===== config.mk =====
export PLATFORM = sky130hd
export DESIGN_NAME = silly_tap_sequencer_flat
export DESIGN_NICKNAME = d
export VERILOG_FILES = /design/src/rtl/silly_tap_sequencer_if.sv /design/src/rtl/silly_tap_sequencer.sv /design/src/flat_wrapper.sv
export SDC_FILE = /design/constraint.sdc
export NUM_CORES = 1
export LEC_CHECK = 0
export CORE_ASPECT_RATIO = 0.75
export CORE_MARGIN = 2
export CORE_UTILIZATION = 58
export CTS_BUF_LIST = sky130_fd_sc_hd__clkbuf_8
export DETAILED_ROUTE_END_ITERATION = 8
export DONT_BUFFER_PORTS = 1
export PLACE_DENSITY = 0.74
export SETUP_SLACK_MARGIN = 0.15
export SYNTH_ARGS = -nofsm -noshare
export SYNTH_HDL_FRONTEND = slang
export SYNTH_SLANG_ARGS = --single-unit

===== constraint.sdc =====
create_clock -name clk -period 4.05 [get_ports clk]
set_clock_uncertainty 0.05 [all_clocks]
set_input_delay 1.0125 -clock clk [delete_from_list [all_inputs] [get_ports clk]]
set_output_delay 1.0125 -clock clk [all_outputs]
set_load 0.01 [all_outputs]

===== src/rtl/silly_tap_sequencer_if.sv =====
// rtl/silly_tap_sequencer_if.sv - table-write, control and wave bus of the tap sequencer
interface silly_tap_sequencer_if #(
  parameter int STEPS  = 8,
  parameter int HOLD_W = 8
);
  localparam int SW = $clog2(STEPS);

  logic              wr_en;
  logic [SW-1:0]     wr_addr;
  logic [2:0]        wr_tap;
  logic [HOLD_W-1:0] wr_hold;
  logic [SW-1:0]     last_step;
  logic              loop;
  logic              start;
  logic              stop;
  logic              wave_out;
  logic              busy;
  logic              done;
  logic [SW-1:0]     step_idx;

  modport master (
    output wr_en, wr_addr, wr_tap, wr_hold, last_step, loop, start, stop,
    input  wave_out, busy, done, step_idx
  );

  modport slave (
    input  wr_en, wr_addr, wr_tap, wr_hold, last_step, loop, start, stop,
    output wave_out, busy, done, step_idx
  );
endinterface


===== src/rtl/silly_tap_sequencer.sv =====
// rtl/silly_tap_sequencer.sv - steps a {tap, hold} table over an 8-bit prescaler
// Each step plays prescaler bit cur_tap for cur_hold+1 full periods; changes land on period ends.
module silly_tap_sequencer #(
  parameter int STEPS  = 8,
  parameter int HOLD_W = 8
) (
  input  logic                  clk,
  input  logic                  reset,
  silly_tap_sequencer_if.slave  bus
);
  localparam int SW = $clog2(STEPS);
  localparam logic [SW:0] STEPS_W  = (SW+1)'(STEPS);
  localparam logic [SW:0] STEP_MAX = (SW+1)'(STEPS - 1);

  typedef enum logic {IDLE, RUN} state_t;

  state_t            state_q;
  logic [7:0]        cnt_q;
  logic [HOLD_W-1:0] per_cnt_q;
  logic [SW-1:0]     step_q;
  logic [SW-1:0]     last_q;
  logic [2:0]        cur_tap_q;
  logic [HOLD_W-1:0] cur_hold_q;
  logic              done_q;
  logic [2:0]        tap_tbl_q  [STEPS];
  logic [HOLD_W-1:0] hold_tbl_q [STEPS];

  logic [7:0]    tap_mask;
  logic          period_end;
  logic          wr_ok;
  logic [SW-1:0] next_idx;
  logic [SW-1:0] last_clamped;

  // Low cur_tap+1 bits all ones marks the final cycle of one tap period.
  assign tap_mask     = 8'hFF >> (3'd7 - cur_tap_q);
  assign period_end   = (cnt_q & tap_mask) == tap_mask;
  assign wr_ok        = bus.wr_en && ({1'b0, bus.wr_addr} < STEPS_W);
  assign next_idx     = step_q + SW'(1);
  assign last_clamped = ({1'b0, bus.last_step} > STEP_MAX) ? STEP_MAX[SW-1:0] : bus.last_step;

  always_ff @(posedge clk) begin
    if (reset) begin
      state_q    <= IDLE;
      cnt_q      <= '0;
      per_cnt_q  <= '0;
      step_q     <= '0;
      last_q     <= '0;
      cur_tap_q  <= '0;
      cur_hold_q <= '0;
      done_q     <= 1'b0;
      for (int i = 0; i < STEPS; i++) begin
        tap_tbl_q[i]  <= '0;
        hold_tbl_q[i] <= '0;
      end
    end else begin
      done_q <= 1'b0;
      // Entry latches below read the pre-write table, so a write to the active entry waits for its next visit.
      if (wr_ok) begin
        tap_tbl_q[bus.wr_addr]  <= bus.wr_tap;
        hold_tbl_q[bus.wr_addr] <= bus.wr_hold;
      end
      case (state_q)
        IDLE: begin
          if (bus.start && !bus.stop) begin
            state_q    <= RUN;
            cnt_q      <= '0;
            per_cnt_q  <= '0;
            step_q     <= '0;
            last_q     <= last_clamped;
            cur_tap_q  <= tap_tbl_q[0];
            cur_hold_q <= hold_tbl_q[0];
          end
        end
        RUN: begin
          if (bus.stop) begin
            state_q <= IDLE;
            step_q  <= '0;
          end else if (!period_end) begin
            cnt_q <= cnt_q + 8'd1;
          end else if (per_cnt_q != cur_hold_q) begin
            per_cnt_q <= per_cnt_q + HOLD_W'(1);
            cnt_q     <= cnt_q + 8'd1;
          end else begin
            cnt_q     <= '0;
            per_cnt_q <= '0;
            if (step_q != last_q) begin
              step_q     <= next_idx;
              cur_tap_q  <= tap_tbl_q[next_idx];
              cur_hold_q <= hold_tbl_q[next_idx];
            end else if (bus.loop) begin
              step_q     <= '0;
              cur_tap_q  <= tap_tbl_q[0];
              cur_hold_q <= hold_tbl_q[0];
            end else begin
              state_q <= IDLE;
              step_q  <= '0;
              done_q  <= 1'b1;
            end
          end
        end
        default: state_q <= IDLE;
      endcase
    end
  end

  assign bus.busy     = (state_q == RUN);
  assign bus.wave_out = (state_q == RUN) & cnt_q[cur_tap_q];
  assign bus.done     = done_q;
  assign bus.step_idx = step_q;
endmodule

===== src/flat_wrapper.sv =====
// flat-port wrapper written by rule: the top's interface ports become plain ports
module silly_tap_sequencer_flat 
#(
  parameter int STEPS  = 8,
  parameter int HOLD_W = 8
)
  (clk, reset, bus_wr_en, bus_wr_addr, bus_wr_tap, bus_wr_hold, bus_last_step, bus_loop, bus_start, bus_stop, bus_wave_out, bus_busy, bus_done, bus_step_idx);
  silly_tap_sequencer_if #(.STEPS(STEPS), .HOLD_W(HOLD_W)) bus_i ();
  input  logic clk;
  input  logic reset;
  input wire logic [$bits(bus_i.wr_en)-1:0] bus_wr_en;
  input wire logic [$bits(bus_i.wr_addr)-1:0] bus_wr_addr;
  input wire logic [$bits(bus_i.wr_tap)-1:0] bus_wr_tap;
  input wire logic [$bits(bus_i.wr_hold)-1:0] bus_wr_hold;
  input wire logic [$bits(bus_i.last_step)-1:0] bus_last_step;
  input wire logic [$bits(bus_i.loop)-1:0] bus_loop;
  input wire logic [$bits(bus_i.start)-1:0] bus_start;
  input wire logic [$bits(bus_i.stop)-1:0] bus_stop;
  output wire logic [$bits(bus_i.wave_out)-1:0] bus_wave_out;
  output wire logic [$bits(bus_i.busy)-1:0] bus_busy;
  output wire logic [$bits(bus_i.done)-1:0] bus_done;
  output wire logic [$bits(bus_i.step_idx)-1:0] bus_step_idx;
  assign bus_i.wr_en = bus_wr_en;
  assign bus_i.wr_addr = bus_wr_addr;
  assign bus_i.wr_tap = bus_wr_tap;
  assign bus_i.wr_hold = bus_wr_hold;
  assign bus_i.last_step = bus_last_step;
  assign bus_i.loop = bus_loop;
  assign bus_i.start = bus_start;
  assign bus_i.stop = bus_stop;
  assign bus_wave_out = bus_i.wave_out;
  assign bus_busy = bus_i.busy;
  assign bus_done = bus_i.done;
  assign bus_step_idx = bus_i.step_idx;
  silly_tap_sequencer #(.STEPS(STEPS), .HOLD_W(HOLD_W)) u_core (.clk(clk), .reset(reset), .bus(bus_i));
endmodule

==> results.rst, run 1 <==
.. list-table::
   :header-rows: 1

   * - Metric
     - Value
   * - Final-stage net count
     - 500
   * - Clk Latency, worst-skew pair
     - between 400 and 500 ps
   * - Number of max-slew violations in the final report
     - 0
   * - CTS Hold Bufs
     - 0
   * - Part of the cycle the worst path needs
     - 0.688
   * - Total setup buffers inserted after CTS
     - 0
   * - Post-route antenna net violation count
     - 0
   * - CTS root buffer
     - clkbuf_8
   * - Yosys warning total
     - 0
   * - Clock transition at the register clock pins on the worst setup and hold paths after CTS
     - around 70 ps
   * - Total negative setup slack
     - 0 ps
   * - Arrival time worst endpoint
     - ~1700 ps
   * - RR Startpoint
     - u_core.cnt_q[5]
   * - CTS tree
     - done
   * - Row count
     - 31
   * - FF+latch count, synth
     - 123
   * - Final hold viol count
     - 0
   * - Drc violations
     - 0
   * - Port bufs
     - 0
   * - Final core area utilization
     - 0.660
   * - Clock buffers created by TritonCTS
     - 17
   * - Antenna cell count
     - 0
   * - Critical Path Start Type
     - flip-flop
   * - Gates resized, CTS repair
     - 0
   * - Hold Crit Class
     - reg -> reg
   * - Number of antenna violations at the first check in global routing
     - 0
   * - Kind of end point of the critical path
     - primary output
   * - Crit. Startpoint
     - u_core.cur_tap_q[0]
   * - Die outline width
     - ~120 um
   * - Largest net degree at the start of global routing
     - 34
   * - Outcome
     - completed
   * - Wire per inst
     - around 20 um
   * - Sequential cell area fraction in the yosys report
     - 0.570
   * - Initial detailed-routing violation count
     - ~300
   * - Synthesized area per cell
     - between 10 and 15 um^2
   * - Non-Filler Instances
     - slightly above 600
   * - Initial core utilization
     - 0.602
   * - Wire length reported by the detailed router
     - ~12000 um
   * - Via count normalized by instance count
     - slightly below 6
   * - HPWL after DPL
     - between 8000 and 9000 um
   * - Peak supply drop
     - 0.000391 V
   * - Die Ht
     - around 91 um
   * - Synth-to-Final Area Change
     - 9.58%
   * - Clk buf depth
     - 2
   * - Placed Cells
     - just under 600
   * - Via count of the first global-routing pass
     - roughly 3600
   * - Actual slew at the worst max-slew pin
     - 1030 ps
   * - Number of max-cap violations
     - 0
   * - RSZ-0062 raised after global routing
     - false
   * - Origin of the worst min-delay path
     - u_core.cur_hold_q[0]
   * - Mapped Nets
     - a little under 500
   * - Filler cells
     - approximately 730
   * - Clock sink count
     - 123
   * - Synthesized instance count
     - about 470
   * - First-pass detailed-route iteration total
     - 5
   * - Leakage power
     - 2.28 nW
   * - Share of layout cells above drive strength 1
     - 0.148
   * - Setup violations, final
     - 0
   * - Kind of critical path
     - reg -> out
   * - Cell area after technology mapping
     - 5870 um^2
   * - Peak fanout along the critical path
     - 6
   * - Critical Path RT
     - between 2000 and 3000 ps
   * - Total number of vias
     - 3654
   * - Number of top-level design ports
     - 29
   * - RePlAce Congestion
     - 0.863
   * - Worst slew slack as a fraction of its limit
     - 0.310
   * - Maximum frequency from static timing analysis
     - around 0.36 GHz
   * - Min cycle time layout
     - around 2800 ps
   * - Overall overflow remaining after global route
     - 0
   * - Post-synthesis cell type count
     - 45
   * - Standard cell core area
     - a little under 10000 um^2
   * - Wire length of the first global-routing pass
     - about 20000 um
   * - Pwr per Cell Area
     - approximately 420 nW/um^2
   * - GRT Util Overall
     - 0.244
   * - Die footprint
     - 10900 um^2
   * - H-tree depth
     - 4
[per-layer routing]
layer	up-vias	routed length [um]	share of wire	global-route usage
li1	1704	-	-	-
met1	1802	5500	0.45	0.350
met2	131	5470	0.45	0.357
met3	17	974	0.081	0.0785
met4	0	150	0.012	0.0706
met5	-	0	0	0
[power by group]
group	internal [W]	switching, W
combinational	0.0000618	0.0000884
clock	0.000609	0.000504
sequential	0.00141	0.0000310
total	0.00208	0.000623
[flip-flops by register name (all words and copies together) (netlist names)]
register / flops
u_core.cur_tap_q: 3
u_core.hold_tbl_q: 64
u_core.cnt_q: 8
u_core.last_q: 3
u_core.per_cnt_q: 8
u_core.cur_hold_q: 8
u_core.bus.step_idx: 3
u_core.tap_tbl_q: 24
u_core.bus.done: 1
u_core.bus.busy: 1
[placed cells by master, fill, tap and decap left out, types with 4 or more instances in the layout]
cell type and instances:
o21ai_0 11, nor2_1 29, nand4_1 7, nor3_1 4
inv_1 4, nand2b_1 5, clkbuf_8 17, xor2_1 17
a21oi_1 9, mux2i_1 24, and2_1 89, nor2b_1 4
xnor2_1 8, edfxtp_1 88, buf_4 14, dfxtp_1 34
nand3_1 6, nand2_1 38, o211ai_1 13, mux4_2 23
[Yosys cell counts, drive strengths merged]
cell type  count  area share
a21boi         3      0.0038
a21o           1      0.0013
a21oi         10      0.0092
a311oi         1      0.0015
a31oi          1      0.0011
a32o           1      0.0017
and2          90       0.096
and3           1      0.0011
and4           1      0.0015
buf            6      0.0075
clkbuf        20       0.013
dfxtp         35        0.12
edfxtp        88        0.45
ha             3      0.0064
inv            2      0.0013
mux2i         24       0.041
mux4          24       0.093
nand2         38       0.024
nand2b         5      0.0053
nand3          6      0.0051
nand3b         1      0.0013
nand4          7      0.0075
nor2          30       0.022
nor2b          4      0.0043
nor3           4      0.0034
nor3b          2      0.0026
nor4           2      0.0021
o211ai        13       0.017
o21ai         11      0.0094
o21bai         1      0.0013
o22ai          2      0.0021
o32a           1      0.0017
o41ai          1      0.0015
or2            2      0.0021
or4            1      0.0013
xnor2          8       0.012
xor2          17       0.025
[kinds of logic (layout without fill, tap and decap cells)]
logic type | count (synthesis) | in the layout | synth area share
mux | 48 | 48 | 0.134
flops | 123 | 123 | 0.570
compound gates | 46 | 46 | 0.0512
simple gates | 194 | 194 | 0.180
fa+ha+maj | 3 | 3 | 0.00640
xor+xnor | 25 | 25 | 0.0373
buf+inv | 28 | 48 | 0.0215
[critical path: stages (launching register included)]
cell and delay [ps]:
dfxtp_1 460, mux4_1 590, mux2i_1 150, nor2b_1 100
[cell type report]
type,instances,area [um^2],area share
Sequential cell,123,3340,0.520
Multi-Input combinational cell,316,2400,0.373
Clock buffer,17,234,0.0364
Clock inverter,15,175,0.0273
Tap cell,132,165,0.0257
Timing Repair Buffer,14,105,0.0164
Inverter,2,7.51,0.00117
[worst paths after layout]
kind	endpoint	slack, ps	cells past startpoint
max	bus_wave_out	1260	3
max reg2reg	u_core.per_cnt_q[6]	1640	6
min reg2reg	u_core.cur_hold_q[0]	430	2
min	u_core.cur_hold_q[0]	430	2
[stage by stage]
step,cell area (um^2),total power (W),hold slack (ps),setup slack (ps)
CTS,6430,0.00272,430,1230
global placement,6020,0.00162,410,1400
global route,6430,0.00279,444,1140
detailed placement,6020,0.00162,415,1290
finish,6430,0.00271,425,1260
floorplan,5870,0.00157,400,1430
No activity file was read; power rests on OpenSTA's default activity.
==> inputs of run 2 (changes only) <==
--- a/config.mk
+++ b/config.mk
@@ -11,7 +11,7 @@
 export CTS_BUF_LIST = sky130_fd_sc_hd__clkbuf_8
 export DETAILED_ROUTE_END_ITERATION = 8
 export DONT_BUFFER_PORTS = 1
-export PLACE_DENSITY = 0.74
+export PLACE_DENSITY = 0.76
 export SETUP_SLACK_MARGIN = 0.15
 export SYNTH_ARGS = -nofsm -noshare
 export SYNTH_HDL_FRONTEND = slang
==> constraint.sdc (replaced) <==
create_clock -name clk -period 2.52 [get_ports clk]
set_clock_uncertainty 0.05 [all_clocks]
set_input_delay 0.63 -clock clk [delete_from_list [all_inputs] [get_ports clk]]
set_output_delay 0.63 -clock clk [all_outputs]
set_load 0.01 [all_outputs]
==> results.rst, run 2 (synthesized netlist as in run 1, its figures left out) <==
.. list-table::
   :header-rows: 1

   * - Metric
     - Value
   * - Outcome
     - completed
   * - Worst-case hold slack
     - 201 ps (-224 ps)
   * - Commonest non-fill, non-tap cell in the layout
     - and2_1
   * - Largest net degree at the start of global routing
     - 26 (-24%)
   * - Reg2reg path depth
     - 6 (unchanged)
   * - Peak supply drop
     - 0.000538 V (+38%)
   * - Top library cells by usage in the layout, fill and taps aside
     - and2_1 (90), edfxtp_1 (88), nand2_1 (38)
   * - Hold Crit Class
     - in -> reg
   * - Total setup buffers inserted after CTS
     - 0 (unchanged)
   * - Worst R2R Setup Slack
     - 280 ps (-1360 ps)
   * - Kind of end point of the critical path
     - primary output
   * - Total power after layout
     - 0.00441 W (+63%)
   * - Share of layout cells above drive strength 1
     - 0.156 (+0.00789)
   * - Origin of the worst min-delay path
     - reset
   * - Port bufs
     - 0 (unchanged)
   * - First-pass detailed-route iteration total
     - 5 (unchanged)
   * - HPWL after DPL
     - 7610 um (-8.1%)
   * - Hold Path End
     - u_core.last_q[1]
   * - Peak fanout along the critical path
     - 6 (unchanged)
   * - Clk Latency, worst-skew pair
     - 440 ps (about the same)
   * - Clock sink count
     - 123 (unchanged)
   * - Antenna cell count
     - 0 (unchanged)
   * - Kind of critical path
     - reg -> out
   * - Post-route antenna net violation count
     - 0 (unchanged)
   * - Actual slew at the worst max-slew pin
     - 766 ps (-269 ps)
   * - Wire per inst
     - 18.1 um (-7.1%)
   * - Cell count of the worst hold path
     - 1 (-1)
   * - Arrival time worst endpoint
     - 1600 ps (-120 ps)
   * - Switching pwr
     - 0.00104 W (+67%)
   * - Overall overflow remaining after global route
     - 0 (unchanged)
   * - Number of max-slew violations in the final report
     - 0 (unchanged)
   * - Wire length reported by the detailed router
     - 11200 um (-7.0%)
   * - Number of max-cap violations
     - 0 (unchanged)
   * - Total number of vias
     - 3594 (-1.6%)
   * - RSZ-0062 raised after global routing
     - false
   * - Wire length of the first global-routing pass
     - 18500 um (-6.4%)
   * - Total negative setup slack
     - 0 ps (unchanged)
   * - Largest register FFs
     - 64 (unchanged)
   * - Number of antenna violations at the first check in global routing
     - 0 (unchanged)
   * - Cell-internal power
     - 0.00337 W (+62%)
   * - Clock buffers created by TritonCTS
     - 17 (unchanged)
   * - Placed Cells
     - 588 (+0.17%)
   * - Die footprint
     - 10900 um^2 (unchanged)
   * - Final-stage net count
     - 501 (+0.20%)
   * - Part of the cycle the worst path needs
     - 0.906
   * - Clk buf depth
     - 2 (unchanged)
   * - Leakage power
     - 2.28 nW (+0.24%)
   * - Initial detailed-routing violation count
     - 257 (-15%)
   * - Part of the power in the clock network
     - 0.421 (+0.010)
   * - RR Startpoint
     - u_core.cur_tap_q[2]
   * - Drc violations
     - 0 (unchanged)
   * - Maximum frequency from static timing analysis
     - around 0.44 GHz
   * - Initial core utilization
     - 0.602 (unchanged)
   * - Clock transition at the register clock pins on the worst setup and hold paths after CTS
     - 80 ps (about the same)
   * - CTS root buffer
     - clkbuf_8
   * - Standard cell core area
     - 9740 um^2 (unchanged)
   * - H-tree depth
     - 4 (unchanged)
   * - Final hold viol count
     - 0 (unchanged)
   * - Critical Path Start Type
     - flip-flop
   * - Row count
     - 31 (unchanged)
   * - Synth-to-Final Area Change
     - 10.2%
   * - Endpoint of the lowest-slack register-to-register path
     - u_core.cnt_q[7]
   * - Largest registers ranked by flip-flop count
     - u_core.hold_tbl_q x64, u_core.tap_tbl_q x24
   * - Switching share of total power
     - 0.236 (+0.00594)
   * - CTS tree
     - done
   * - Non-Filler Instances
     - 620 (+0.16%)
   * - Register containing the most flip-flops in the final layout
     - u_core.hold_tbl_q
   * - Critical Path RT
     - 1840 ps (-1150 ps)
   * - GRT Util Overall
     - 0.223 (-0.0206)
   * - Post-placement cell area
     - 6030 um^2 (+0.12%)
   * - Sequential power share
     - 0.524 (-0.009)
   * - Die outline width
     - 120 um (unchanged)
   * - Min cycle time layout
     - ~2300 ps
   * - Number of top-level design ports
     - 29 (unchanged)
   * - Pwr per Cell Area
     - 682 nW/um^2 (+62%)
   * - Cell area after layout
     - 6460 um^2 (+0.56%)
   * - RePlAce Congestion
     - 0.848 (-1.8%)
   * - Via count of the first global-routing pass
     - 3758 (+4.0%)
   * - Via count normalized by instance count
     - 5.80 (-1.8%)
   * - Comb power frac
     - 0.055 (about the same)
   * - Setup violations, final
     - 0 (unchanged)
   * - Worst slew slack as a fraction of its limit
     - 0.489 (+0.179)
   * - Die Ht
     - 91.1 um (unchanged)
## run 2: changes by cell type in the layout (fill, tap and decap cells not counted), sizes merged
cell | before | now
clkinvlp | 2 | 3
clkinv | 5 | 4
buf | 14 | 15
## run 2: power groups by stage
stage | clock network, W | registers, W | logic (W)
floorplan | 0 | 0.00234 | 0.000186
global placement | 0 | 0.00235 | 0.000234
detailed placement | 0 | 0.00236 | 0.000240
CTS | 0.00188 | 0.00231 | 0.000241
global route | 0.00196 | 0.00232 | 0.000266
finish | 0.00186 | 0.00231 | 0.000242
## run 2: metal layers
metal | track usage | vias up | part of all wire
met5 | 0 | - | 0
met4 | 0.0863 | 0 | 0.017
met3 | 0.0565 | 18 | 0.050
met2 | 0.357 | 97 | 0.49
met1 | 0.295 | 1771 | 0.45
li1 | - | 1708 | -
## run 2: worst max path at each step
stage / startpoint / end / slack, ps / cells after the start
6_report: u_core.cur_tap_q[0] / bus_wave_out / 240 / 3
5_1_grt: u_core.cur_tap_q[0] / bus_wave_out / 160 / 3
4_1_cts: u_core.cur_tap_q[2] / u_core.cnt_q[7] / 160 / 6
3_5_place_dp: u_core.cur_tap_q[2] / u_core.cnt_q[7] / 180 / 6
3_3_place_gp: u_core.cur_tap_q[2] / u_core.per_cnt_q[3] / 240 / 6
2_1_floorplan: reset / u_core.hold_tbl_q[3][0] / 280 / 3
## run 2: area by class of cell
cell class              instances  area, um^2
clock buffers                  17         234
clock inverters                15         191
fillers                       705        3270
inverters                       2        7.51
multi-input cells             316        2400
flip-flops and latches        123        3350
well taps                     132         165
repair buffers                 15         113
## run 2: repair_timing
item / in CTS / in global routing
pin swaps: 0 / 0
gates resized for setup: 1 / 4
hold endpoints to repair: 0 / 0
setup endpoints to repair: 1 / 25
hold buffers: 0 / 0
## run 2: critical path, cell delays in order, from the launching register on
cell and delay (ps):
dfxtp_4 390, mux4_1 540, mux2i_1 150, nor2b_1 90
## run 2: metrics by stage
stage,setup slack (ps),utilization
4_1_cts,158,0.663
3_5_place_dp,180,0.619
2_1_floorplan,279,-
5_1_grt,155,0.664
3_3_place_gp,239,0.619
6_report,238,0.664
